[src/rtl/bp_me_lce_req_arbiter.sv]
// Round-robin arbiter sharing one LCE->CCE request link among num_req_p LCEs,
// locking the link for multi-beat messages and capping outstanding requests per LCE.
module bp_me_lce_req_arbiter #(
  parameter int unsigned num_req_p         = 4,
  parameter int unsigned header_width_p    = 64,
  parameter int unsigned data_width_p      = 64,
  parameter int unsigned max_outstanding_p = 2,
  localparam int unsigned lg_req_lp        = (num_req_p > 1) ? $clog2(num_req_p) : 1,
  localparam int unsigned cred_width_lp    = $clog2(max_outstanding_p + 1)
) (
  input  logic                                clk_i,
  input  logic                                reset_i,
  input  logic [num_req_p*header_width_p-1:0] req_header_i,
  input  logic [num_req_p*data_width_p-1:0]   req_data_i,
  input  logic [num_req_p-1:0]                req_v_i,
  input  logic [num_req_p-1:0]                req_last_i,
  output logic [num_req_p-1:0]                req_ready_and_o,
  input  logic [num_req_p-1:0]                complete_i,
  output logic [header_width_p-1:0]           out_header_o,
  output logic [data_width_p-1:0]             out_data_o,
  output logic                                out_v_o,
  output logic                                out_last_o,
  output logic [lg_req_lp-1:0]                out_src_o,
  input  logic                                out_ready_and_i,
  output logic                                busy_o,
  output logic                                err_o
);

  typedef enum logic {e_idle, e_locked} state_e;

  state_e                   state_q, state_d;
  logic [lg_req_lp-1:0]     rr_q, rr_d;
  logic [lg_req_lp-1:0]     grant_q, grant_d;
  logic [cred_width_lp-1:0] cred_q [num_req_p];
  logic [cred_width_lp-1:0] cred_d [num_req_p];
  logic                     err_q, err_d;

  logic [num_req_p-1:0] elig;
  logic [num_req_p-1:0] take;
  logic [lg_req_lp-1:0] win, sel, sel_nxt, idx_l;
  logic                 any_elig, hs;
  int unsigned          idx;

  // Rotating priority search starting at rr_q
  always_comb begin
    for (int unsigned i = 0; i < num_req_p; i++) begin
      elig[i] = req_v_i[i] & (cred_q[i] != '0);
    end
    any_elig = |elig;
    win      = '0;
    idx      = 0;
    idx_l    = '0;
    for (int unsigned k = num_req_p; k > 0; k--) begin
      idx   = (32'(rr_q) + k - 1) % num_req_p;
      idx_l = lg_req_lp'(idx);
      if (elig[idx_l]) begin
        win = idx_l;
      end
    end
  end

  // Reset forces the mux onto slice 0 so outputs are well defined
  assign sel          = !reset_i ? '0 : (state_q == e_locked) ? grant_q : win;
  assign sel_nxt      = (sel == lg_req_lp'(num_req_p - 1)) ? '0 : sel + lg_req_lp'(1);
  assign out_header_o = req_header_i[32'(sel)*header_width_p +: header_width_p];
  assign out_data_o   = req_data_i[32'(sel)*data_width_p +: data_width_p];
  assign out_last_o   = req_last_i[sel];
  assign out_src_o    = sel;
  assign busy_o       = (state_q == e_locked);
  assign err_o        = err_q;
  assign hs           = out_v_o & out_ready_and_i;

  always_comb begin
    state_d         = state_q;
    rr_d            = rr_q;
    grant_d         = grant_q;
    out_v_o         = 1'b0;
    req_ready_and_o = '0;
    take            = '0;
    if (reset_i) begin
      unique case (state_q)
        e_idle: begin
          out_v_o              = any_elig;
          req_ready_and_o[sel] = any_elig & out_ready_and_i;
          if (hs) begin
            take[sel] = 1'b1;
            if (out_last_o) begin
              rr_d = sel_nxt;
            end else begin
              grant_d = sel;
              state_d = e_locked;
            end
          end
        end
        e_locked: begin
          out_v_o              = req_v_i[sel];
          req_ready_and_o[sel] = out_ready_and_i;
          if (hs && out_last_o) begin
            rr_d    = sel_nxt;
            state_d = e_idle;
          end
        end
        default: state_d = e_idle;
      endcase
    end
  end

  // Credits: take on first beat, return on complete; over-return saturates and flags
  always_comb begin
    err_d = err_q;
    for (int unsigned i = 0; i < num_req_p; i++) begin
      cred_d[i] = cred_q[i];
      if (take[i] && !complete_i[i]) begin
        cred_d[i] = cred_q[i] - cred_width_lp'(1);
      end else if (!take[i] && complete_i[i]) begin
        if (cred_q[i] == cred_width_lp'(max_outstanding_p)) begin
          err_d = 1'b1;
        end else begin
          cred_d[i] = cred_q[i] + cred_width_lp'(1);
        end
      end
    end
  end

  always_ff @(posedge clk_i or negedge reset_i) begin
    if (!reset_i) begin
      state_q <= e_idle;
      rr_q    <= '0;
      grant_q <= '0;
      err_q   <= 1'b0;
      for (int unsigned i = 0; i < num_req_p; i++) begin
        cred_q[i] <= cred_width_lp'(max_outstanding_p);
      end
    end else begin
      state_q <= state_d;
      rr_q    <= rr_d;
      grant_q <= grant_d;
      err_q   <= err_d;
      for (int unsigned i = 0; i < num_req_p; i++) begin
        cred_q[i] <= cred_d[i];
      end
    end
  end

endmodule

[config.mk]
export PLATFORM = sky130hd
export DESIGN_NAME = bp_me_lce_req_arbiter
export DESIGN_NICKNAME = d
export VERILOG_FILES = /design/src/rtl/bp_me_lce_req_arbiter.sv
export SDC_FILE = /design/constraint.sdc
export NUM_CORES = 1
export LEC_CHECK = 0
export ABC_AREA = 1
export BUFFER_PORTS_ARGS = -buffer_cell sky130_fd_sc_hd__buf_2
export CORE_AREA = 3 3 256 258
export CTS_BUF_LIST = sky130_fd_sc_hd__clkbuf_8
export DETAILED_ROUTE_END_ITERATION = 12
export DIE_AREA = 0 0 259 261
export GPL_ROUTABILITY_DRIVEN = 0
export SYNTH_ARGS = -nofsm -noshare
export SYNTH_HDL_FRONTEND = slang
export SYNTH_SLANG_ARGS = --single-unit
[constraint.sdc]
create_clock -name clk_i -period 3 [get_ports clk_i]
set_clock_uncertainty 0.2 [all_clocks]
set_input_delay 0.3 -clock clk_i [delete_from_list [all_inputs] [get_ports clk_i]]
set_output_delay 0.3 -clock clk_i [all_outputs]
set_load 0.02 [all_outputs]
After elaboration in Yosys (flattened, before gate mapping) --
Cells that the tools add are included.
Storage, ports and cells: register bits after elaboration 14, output and inout bits 138
Operators by class: $add $sub $neg 17, order comparisons 6, eq/ne operators 12, shift-type cells 2, multiplexer cells 60, bitwise logic cells 10, reduce and logical (&&, ||, !) cells 33
Operators with widths (count):
- $shiftx 256x9->64 | 2
- $mux 2 | 22
- $mux 1 | 23
- $mux 4 | 4
- $reduce_bool 2->1 | 8
- $sub 2x1->2 const B | 8
- $lt 2x3->1 const B | 5
- $add 2x1->2 const B | 7
- $bmux 1 s2 | 6
- $ne 2x2->1 const B | 6
- $eq 2x2->1 const B | 5
- $logic_and 1x1->1 | 10
- $and 4x4->4 | 2
- $logic_not 1->1 | 8
- $pmux 4 s2 | 1
- $reduce_and 2->1 | 4
- $reduce_and 4->1 | 2
- $and 1x1->1 | 6
- $add 2x2->2 const B | 2
- $pmux 1 s2 | 2
- $pmux 2 s2 | 1
- $reduce_or 4->1 | 1
- $demux 1 s2 | 1
- $ge 2x1->1 const B | 1
- 2 further kinds | 3

Depth between registers and ports, before layout --
Gate-level depths: netlist (run 1).
depth in word-level cells 31, gate-level depth with buffers 25, mapped depth without buffers 23

Worst setup path after synthesis (run 1) --
OpenSTA, ideal clock, no wires.
kind reg2reg, start point register cred_q[3] in the netlist's numbering, end point register cred_q[3] in the netlist's numbering, arrival 3.102 ns, data required time 2.712 ns, setup slack -0.390 ns, cell stages (with the launch flop) 21, buffers on the path 1, clock period less this slack 3.390 ns, path through dfstp_2 > inv_1 > nand2_1 > nand3_1 > nand2_1 > nand3b_1 > nand3_1 > nand2_1 > nand3_1 > nand2_1 > nor2_2 > clkbuf_1 > ha_1 > nand2_1 > nor2_1 > nand2_1 > inv_1 > ha_1 > a21oi_1 > o21ai_0 > xor2_1
Between the ends: cells in the longest elaborated chain, start to end 22, elaborated cells on any way between the ends 42
RTL lines:
- start, declared | RTL line 34 | logic [cred_width_lp-1:0] cred_q [num_req_p];
- start signal, assigned by index | RTL line 132 | cred_q[i] <= cred_width_lp'(max_outstanding_p);
- start signal, assigned by index | RTL line 140 | cred_q[i] <= cred_d[i];
- $reduce_bool 2->1 * | RTL line 47 | elig[i] = req_v_i[i] & (cred_q[i] != '0);
- $and 1x1->1 * | RTL line 47
- $bmux 1 s2 | RTL line 56 | if (elig[idx_l]) begin
- $mux 1 (implied by the code) | RTL line 56
- $mux 2 (3 in series) | RTL line 56
- $mux 2 * | RTL line 56
- $mux 2 * (2 in series) | RTL line 63 | assign sel = !reset_i ? '0 : (state_q == e_locked) ? grant_q : win;
- via out_src_o[1] | RTL line 23 | output logic [lg_req_lp-1:0] out_src_o,
- [... 4 more ...]
- $and 1x1->1 | RTL line 71 | assign hs = out_v_o & out_ready_and_i;
- $mux 4 * | RTL line 85 | if (hs) begin
- $mux 4 * | RTL line 81 | unique case (state_q)
- $mux 4 * | RTL line 80 | if (reset_i) begin
- $logic_not 1->1 | RTL line 115 | end else if (!take[i] && complete_i[i]) begin
- $logic_and 1x1->1 | RTL line 115
- $reduce_bool 2->1 (no line)
- $reduce_and 2->1 (no line)
Mark *: on every way through the listed nets, which the timed path passes. The rest lies on a longest branch. The select of a mux whose other input is x is not followed. A chain may end at the register's enable or synchronous reset.

Final worst setup path (run 1) --
start point register cred_q[1] in the netlist's numbering, end point output port out_data_o[30]
Between the ends: cells in the longest elaborated chain, start to end 11, elaborated cells on any way between the ends 17
RTL lines:
- $reduce_bool 2->1 * | RTL line 47
- $and 1x1->1 * | RTL line 47
- $bmux 1 s2 | RTL line 56
- $mux 1 (implied by the code) | RTL line 56
- $mux 2 (3 in series) | RTL line 56
- $mux 2 * | RTL line 56
- $mux 2 * (2 in series) | RTL line 63
- $shiftx 256x9->64 * | RTL line 66 | assign out_data_o = req_data_i[32'(sel)*data_width_p +: data_width_p];
- end, declared | RTL line 20 | output logic [data_width_p-1:0] out_data_o,
Mark *: on every way between the ends. The rest lies on a longest branch, timed or not. The select of a mux whose other input is x is not followed.

==> reports/metrics.cfg, run 1 <==
[placed_design]
place_hpwl_um=33700
port_buffers=664
place_ws_ps=11.8
place_inst=2566

[critical_path]
crit_top_cell=nand2_2
cp-end-kind=primary output
slowest_stage=dfstp_2
critPathLaunchType=flip-flop
crit_path_max_fanout=6
reg2reg_to=err_o
cp_top_family=simple AND/OR/NAND/NOR gates
timing.rr.start=cred_q[1]
critical_path_arrival_ps=2810
crit_type=reg2out
required_ps=2500
reg2regPathDepth=24
crit_chain=inv_2 > nand2_4 > nand3_2 > nand2_2 > nand2_2 > nand2_2 > nand2_2 > nand2_2 > nand2_2 > nand3_4 > nand3_4 > inv_12 > buf_12 > buf_12 > buf_16 > buf_8 > nand2_2 > nand2_2 > a21oi_2 > a31oi_1 > buf_4
reg2reg_slack_ps=-180
cp_slowest_stage_delay_ps=540
cp_num_buf_inv=7

[clock_network]
path_clk_slew_ps=60
root_buffer=clkbuf_8
h-tree-depth=1
clk_path_buf_depth=2
cts_sinks=14
numCtsBuffers=3
cts_tree=yes
clkLatencyLatePin_ps=260

[detailed_routing]
dr.pass1.iters=5
drt_iter0_markers=682
wl_per_cell_um=18.5
drc=0
vias=10890
drt-total-wl_um=49700
ant_nets=0
vias_per_cell=4.05

[final_layout]
instances_no_fill=2688
layout-drive-gt1-share_pct=63.0
area_growth_pct=166
fin_nets=2376

[pwr]
p_per_area_nw_per_um2=927
power_leakage_nw=6.46
ir_drop_mv=0.436
power_mw=12.7

[timing]
setup_viol=142
final.setup.tns_ps=-27200
clock.fmax_mhz=302
period_needed_ps=3310
maxSlewViolCount=0
finalHoldViolations=0
tightest_slew_ps=475
period_share_pct=110
relSlewSlack_pct=68.0
setup_ws_ps=-313
rsz0062_at_grt=true

[worst_hold_path]
min_to=err_o
min_delay_path_depth=4
worstHoldPathType=in2reg
hold_start=complete_i[0]

[synthesis]
syn_area_um2=5150
netlist_instances=1043
synth_warnings=0
synth_top_area_share_pct=40.7
synth-seq-area-share_pct=6.90
ys_top_cells_by_area=nand2_1 41%, a31oi_1 16%, a21oi_1 13%
synthesis.nets=1582
ys_ff_latch=14
yosysTopAreaCell=nand2_1
syn_area_per_cell_um2=4.94
synth_cell_type_count=28

[flow_run]
maxCapViolations=0

[global_routing]
grt_pass1_wl_um=58500
grt_pass1_vias=9706
overflow=0
antenna_found_initial=16
grt_max_degree=43
grt_use_total_pct=11.5

[die]
rows=92
die_area_um2=67600
core_region_area_um2=63200
start_util_pct=8.15
ioPinCount=665
die_h_um=261
die_w_um=259

[run_status]
status=complete, but fails checks
violations=setup timing

==> worst max-delay path by stage <==
stage | from | to | slack [ps] | cells after the start
3_5_place_dp | cred_q[5] | out_header_o[11] | 10 | 18
6_report | cred_q[1] | out_data_o[30] | -310 | 21
2_1_floorplan | cred_q[5] | cred_q[1] | -30 | 22
4_1_cts | cred_q[1] | out_data_o[19] | -180 | 16
3_3_place_gp | cred_q[5] | out_header_o[11] | -20 | 18
5_1_grt | cred_q[1] | out_data_o[30] | -440 | 21
==> metal layers <==
metal	up-vias	part of all wire (%)	GRT usage (%)
met5	-	0.068	0
met4	6	3.5	3.40
met3	106	11	3.91
met2	706	48	20.0
met1	4977	38	13.3
li1	5095	-	-
==> registers in the layout, summed over array words and instances (netlist names), named ones only <==
signal   count
cred_q       8
err_o        1
grant_q      2
rr_q         2
==> kinds of logic (layout without fill, tap and decap cells) <==
family	Yosys count	count (layout)	synth area share (%)
other	0	6	0
and+or+nand+nor	610	610	46.3
DFF	14	14	6.90
AOI/OAI and AO/OA	274	274	30.0
xor gates and xnor gates	6	6	1.02
adders and majority gates	12	12	2.92
buffers and inverters	127	920	12.9
==> where the power goes <==
group | leakage [nW] | internal [mW] | switching, mW | total (mW)
clock | 0.0269 | 0.0911 | 0.0801 | 0.171
combinational | 6.27 | 5.63 | 6.49 | 12.1
sequential | 0.161 | 0.295 | 0.0860 | 0.381
==> synthesized netlist by cell type, drive strengths merged <==
cell type / count
a21oi: 137
nand4: 9
dfstp: 4
buf: 69
clkbuf: 18
o21a: 1
or2: 2
xor2: 6
dfrtp: 10
nand3: 24
nand2: 561
nand3b: 3
inv: 39
o2111ai: 1
o21ai: 6
a31oi: 129
nor2: 11
clkinv: 1
ha: 12
==> cell usage in the layout (no fill, tap or decap), types with 2 or more instances in the layout <==
cell and instances:
dlygate4sd3_1 2, nand2_4 31, nor2_1 2, buf_16 17, diode_2 6, inv_1 23
a21oi_1 58, xor2_1 6, buf_2 542, inv_2 17, a31oi_1 112, ha_1 5
buf_6 51, dfstp_2 4, clkbuf_16 24, ha_4 3, nor2_2 2, o21ai_1 5
a31oi_4 8, ha_2 4, nor2_4 7, buf_4 195, nand3_2 14, nand2_2 92
nand2_1 438, nand4_1 9, nand3_1 6, buf_8 21, buf_12 23, nand3_4 4
a21oi_4 20, a21oi_2 59, dfrtp_2 2, a31oi_2 9, dfrtp_1 8, nand3b_1 3
clkbuf_8 3
==> area by class of cell <==
| cell class | count | area [µm²] |
|---|---|---|
| flip-flops and latches | 14 | 358 |
| repair buffers | 875 | 6620 |
| diodes | 6 | 15.0 |
| well taps | 846 | 1060 |
| fillers | 7028 | 49500 |
| clock inverters | 1 | 3.75 |
| repair inverters | 1 | 11.3 |
| multi-input cells | 902 | 5410 |
| inverters | 40 | 163 |
| clock buffers | 3 | 41.3 |
==> stage by stage <==
stage                     util, %  cell area, µm²  hold WS (ps)
after CTS                    17.7           11200           232
after global placement       15.9           10000         -8.85
final                        21.6           13700           230
after global routing         21.6           13700           246
after floorplan                 -            5250          -196
after detailed placement     15.9           10000         -11.2
==> what timing repair did <==
action / 4_1_cts / 5_1_grt
buffers inserted: 32 / 45
resized for setup: 158 / 412
pin swaps: 6 / 100
cloned: 10 / 27
setup endpoints to repair: 130 / 144
endpoints found under the hold margin: 3 / 0
hold buffers: 2 / 0
==> worst register-to-register path: cells and delay by family, from the launching register on <==
kind                       cells  cell delay [ps]
DFF                            1              540
adders and majority gates      2              320
AOI/OAI and AO/OA              2              210
buffers and inverters          6              630
and+or+nand+nor               14             1160
(Power assumes the default switching activity.)
==> run 2, diff against run 1 <==
- MAX_ROUTING_LAYER: unset -> met4
==> run 2 against run 1 <==
The flow still finishes with violations (setup timing). Register-to-register slack barely moved. Setup slack improved by 38 ps. Final cell count decreased by 0.97%. Maximum frequency rose by 1.2%. Utilization fell by 1.3 points. Flip-flop and latch count did not move. Worst hold slack worse by 2.3 ps.
==> reports/metrics.cfg, run 2 (same netlist as run 1, synthesis figures left out) <==
[pwr]
ir_drop_mv=0.399
switching_share_pct=53.4
power_switching_mw=6.28
p_per_area_nw_per_um2=918
power_leakage_nw=6.08
p_int_mw=5.49
power_frac_comb_pct=95.3
clockPowerShare_pct=1.5
seq_power_share_pct=3.2

[die]
start_util_pct=8.15
ioPinCount=665
die_area_um2=67600
die_h_um=261
die_w_um=259
core_region_area_um2=63200
rows=92

[timing]
setup_ws_ps=-275
final.setup.tns_ps=-23810
clock.fmax_mhz=305
setup_viol=141
maxSlewViolCount=0
relSlewSlack_pct=68.1
period_needed_ps=3270
finalHoldViolations=0
rsz0062_at_grt=true
tightest_slew_ps=474
period_share_pct=109

[detailed_routing]
drt-total-wl_um=48200
vias_per_cell=4.00
vias=10641
ant_nets=0
dr.pass1.iters=5
wl_per_cell_um=18.1
drc=0
drt_iter0_markers=573

[final_layout]
fin_nets=2348
n_fill_cell=7133
largest_reg_flops=8
multi_input_area_um2=5030
final_cell_mix=547 x buf_2, 487 x nand2_1, 184 x buf_4
layout_commonest_cell=buf_2
area_growth_pct=149
instances_no_fill=2662
reg_top3=cred_q (8), grant_q (2), rr_q (2)
seq_area_um2=358
layout-drive-gt1-share_pct=58.5
regMostFlops=cred_q

[critical_path]
crit_path_max_fanout=6
crit_end=out_header_o[27]
reg2reg_slack_ps=-170
timing.rr.start=cred_q[1]
slowest_stage=dfrtp_2
cp-end-kind=primary output
cp_top_family=buffers and inverters
reg2regPathDepth=24
crit_top_cell=nand2_2
critPathLaunchType=flip-flop
required_ps=2500
startpoint=rr_q[0]
worst-path-stages=17
critical_path_arrival_ps=2770
crit_type=reg2out
crit_chain=buf_6 > nand3_2 > nand2_2 > nand2_2 > nand2_2 > nand2_2 > nand2_1 > nand2_1 > nand3_2 > nand3_4 > buf_12 > buf_12 > buf_16 > buf_6 > nand2_1 > a31oi_1 > buf_4
cp_num_buf_inv=6
reg2reg_to=err_o
cp_slowest_stage_delay_ps=480

[worst_hold_path]
worstHoldPathType=in2reg
hold_start=complete_i[0]

[clock_network]
path_clk_slew_ps=60
root_buffer=clkbuf_8
h-tree-depth=1
cts_tree=yes
clkLatencyLatePin_ps=260
numCtsBuffers=3
clk_path_buf_depth=2
cts_sinks=14

[global_routing]
grt_pass1_vias=9703
grt_pass1_wl_um=58600
grt_max_degree=43
antenna_found_initial=16
overflow=0
grt_use_total_pct=11.8

[run_status]
status=complete, but fails checks
violations=setup timing

[placed_design]
place_hpwl_um=33700
place_inst=2566
port_buffers=664

[flow_run]
maxCapViolations=0

-- run 2: cell count changes in the layout (fill, tap and decap cells not counted), moves of 9 or more --
| cell | previous run | this run |
|---|---|---|
| a21oi_1 | 58 | 72 |
| nand2_2 | 92 | 65 |
| a21oi_2 | 59 | 50 |
| nand2_1 | 438 | 487 |
| buf_4 | 195 | 184 |
| nand2_4 | 31 | 9 |
-- run 2: cell type report --
cell class	count	area share (%)
diodes	8	0.156
clock buffers	3	0.322
clock inverters	1	0.0293
inverters	40	1.27
multi-input cells	902	39.2
flip-flops and latches	14	2.79
well taps	846	8.25
repair buffers	847	47.9
repair inverters	1	0.0878
-- run 2: power groups by stage --
stage	sequential, mW	clock (mW)	combinational (mW)
6_report	0.381	0.171	11.2
5_1_grt	0.393	0.182	12.0
4_1_cts	0.366	0.173	9.21
3_5_place_dp	0.365	0	7.60
3_3_place_gp	0.362	0	7.61
2_1_floorplan	0.355	0	4.64
-- run 2: timing repair --
action | 4_1_cts | 5_1_grt
hold buffers | 2 | 0
cloned | 10 | 19
gates resized for setup | 158 | 285
endpoints found under the setup margin | 130 | 144
pin swaps | 6 | 62
setup buffers | 32 | 25
hold endpoints to repair | 3 | 0
-- run 2: how the worst min path moves through the flow --
| stage | end | slack [ps] | depth (start not counted) |
|---|---|---|---|
| 2_1_floorplan | asynchronous set/reset pin | -200 | 0 |
| 3_3_place_gp | rr_q[1] | -9 | 1 |
| 3_5_place_dp | rr_q[1] | -10 | 1 |
| 4_1_cts | err_o | 230 | 4 |
| 5_1_grt | err_o | 250 | 4 |
| 6_report | err_o | 230 | 4 |
-- run 2: stage by stage --
stage	power [mW]	hold WS, ps	utilization [%]	instance area, µm²	worst slack [ps]
2_1_floorplan	5.00	-196	-	5250	-28.6
3_3_place_gp	7.98	-8.85	15.9	10000	-21.7
3_5_place_dp	7.96	-11.2	15.9	10000	11.8
4_1_cts	9.75	232	17.7	11200	-179
5_1_grt	12.5	246	20.3	12800	-409
6_report	11.8	228	20.3	12800	-275
-- run 2: worst reg2reg max path: cells and delay by family (launching register included) --
family,cells,cell delay (ps)
AO/OA/AOI/OAI,1,70
flip-flops,1,540
AND/OR/NAND/NOR,16,1440
adder cells (fa/ha/maj),2,310
buffers and inverters,5,550
-- run 2: per-layer routing --
metal	GRT usage [%]	wire (µm)
met1	13.6	18800
met2	20.0	23300
met3	3.56	4480
met4	3.37	1620
met5	-	0
==> run 3, diff against run 2 <==
- CTS_BUF_LIST: sky130_fd_sc_hd__clkbuf_8 -> unset
- REMOVE_ABC_BUFFERS: unset -> 1
==> run 3 against run 2 <==
The run still ends with setup timing left. Count of clock-buffer cells in the layout increased by 1. Flip-flop and latch count unchanged. Final cell count about the same. Worst hold slack improved by 39 ps. First-iteration DRC count increased by 14%. Largest cell class unchanged.
==> reports/metrics.cfg, run 3 (same netlist as run 1, synthesis figures left out) <==
[final_layout]
n_fill_cell=7112
final_cell_mix=541 x buf_2, 423 x nand2_1, 178 x buf_4
layout_commonest_cell=buf_2
fin_util_pct=20.6
multi_input_area_um2=5160
largest_reg_flops=8
regMostFlops=cred_q
area_growth_pct=153
seq_area_um2=357
reg_top3=cred_q (8), grant_q (2), rr_q (2)
layout-drive-gt1-share_pct=61.1
fin_nets=2345
finalInstanceArea_um2=13000

[run_status]
violations=setup timing
status=complete, but fails checks

[clock_network]
path_clk_slew_ps=50
clk_path_buf_depth=2
h-tree-depth=1
root_buffer=clkbuf_16
numCtsBuffers=3
cts_sinks=14
clkLatencyLatePin_ps=250
cts_tree=yes

[critical_path]
crit_type=reg2reg
required_ps=2990
critical_path_arrival_ps=3250
cp-end-kind=flip-flop
crit_path_max_fanout=4
critPathLaunchType=flip-flop

[flow_run]
maxCapViolations=0

[placed_design]
post_dp_cell_area_um2=10100
port_buffers=664
place_hpwl_um=35800

[die]
die_w_um=259
core_region_area_um2=63200
ioPinCount=665
die_h_um=261
die_area_um2=67600
start_util_pct=8.15
rows=92

[detailed_routing]
vias_per_cell=4.02
vias=10694
drt_iter0_markers=654
wl_per_cell_um=18.8
ant_nets=0
drt-total-wl_um=50100
drc=0
dr.pass1.iters=5

[timing]
maxSlewViolCount=0
relSlewSlack_pct=36.7
setup_ws_ps=-265
setup_viol=136
finalHoldViolations=0
period_share_pct=109
tightest_slew_ps=939
rsz0062_at_grt=true
clock.fmax_mhz=306
period_needed_ps=3270

[global_routing]
overflow=0
grt_pass1_wl_um=64500
grt_pass1_vias=10055
antenna_found_initial=16
grt_max_degree=58
grt_use_total_pct=13.4

[pwr]
power_leakage_nw=6.30
ir_drop_mv=0.396
p_per_area_nw_per_um2=934

[worst_hold_path]
worstHoldPathType=reg2reg

==> run 3: layer usage <==
metal	up-vias	routed length (µm)	track usage, %
met5	-	0	-
li1	5031	-	-
met2	647	23100	21.5
met3	80	5140	3.90
met1	4936	20100	16.1
met4	0	1800	4.04
==> run 3: repair_timing <==
action,CTS,global route
setup endpoints to repair,132,149
endpoints found under the hold margin,5,0
gates resized for setup,335,195
pin swaps,36,30
buffers inserted,31,17
hold buffers,2,0
gates cloned,20,5
==> run 3: through the flow <==
step / total power, mW / setup WS, ps / setup TNS, ps / hold WS (ps) / instances
global placement: 8.22 / 8.82 / 0 / -20.7 / 2576
finish: 12.2 / -265 / -17730 / 267 / 2661
global route: 12.9 / -444 / -37890 / 289 / 2660
floorplan: 4.78 / -5470 / -711340 / -196 / 956
CTS: 11.3 / -184 / -14060 / 265 / 2633
detailed placement: 8.22 / -10.5 / -15.0 / -10.8 / 2576
==> run 3: power breakdown <==
part	internal, mW	switching, mW	total, mW
Combinational	5.18	6.34	11.5
Sequential	0.295	0.0675	0.362
Clock	0.203	0.0902	0.293
==> run 3: area by class of cell <==
cell class | count | area share, %
repair buffers | 845 | 47.4
clock buffers | 4 | 0.682
well taps | 846 | 8.12
flip-flops and latches | 14 | 2.74
diodes | 10 | 0.192
multi-input cells | 902 | 39.6
inverters | 40 | 1.25
==> run 3: path summary, 6_finish.rpt <==
kind | startpoint | end | slack (ps) | cells past startpoint
max | cred_q[1] | err_o | -270 | 23
min | grant_q[0] | grant_q[0] | 270 | 2
max reg2reg | cred_q[1] | err_o | -270 | 23
min reg2reg | grant_q[0] | grant_q[0] | 270 | 2
max in group asynchronous | reset_i | cred_q[5] | 1860 | 3
min in group asynchronous | reset_i | rr_q[1] | 400 | 2
==> run 3: critical path, cell delays in order (launching register included) <==
cell and delay, ps:
dfstp_2 530, inv_2 50, nand2_4 60, nand3_2 70
nand2_2 90, nand2_1 90, nand2_1 100, inv_2 50
nand2_2 50, nand2_2 70, nand3_4 70, nand3_4 150
buf_4 190, buf_4 130, ha_1 190, nand2_1 90
nor2_1 60, nand2_1 160, inv_1 60, ha_1 180
or2_2 290, nor2_2 110, a21oi_1 80, nand3b_1 80
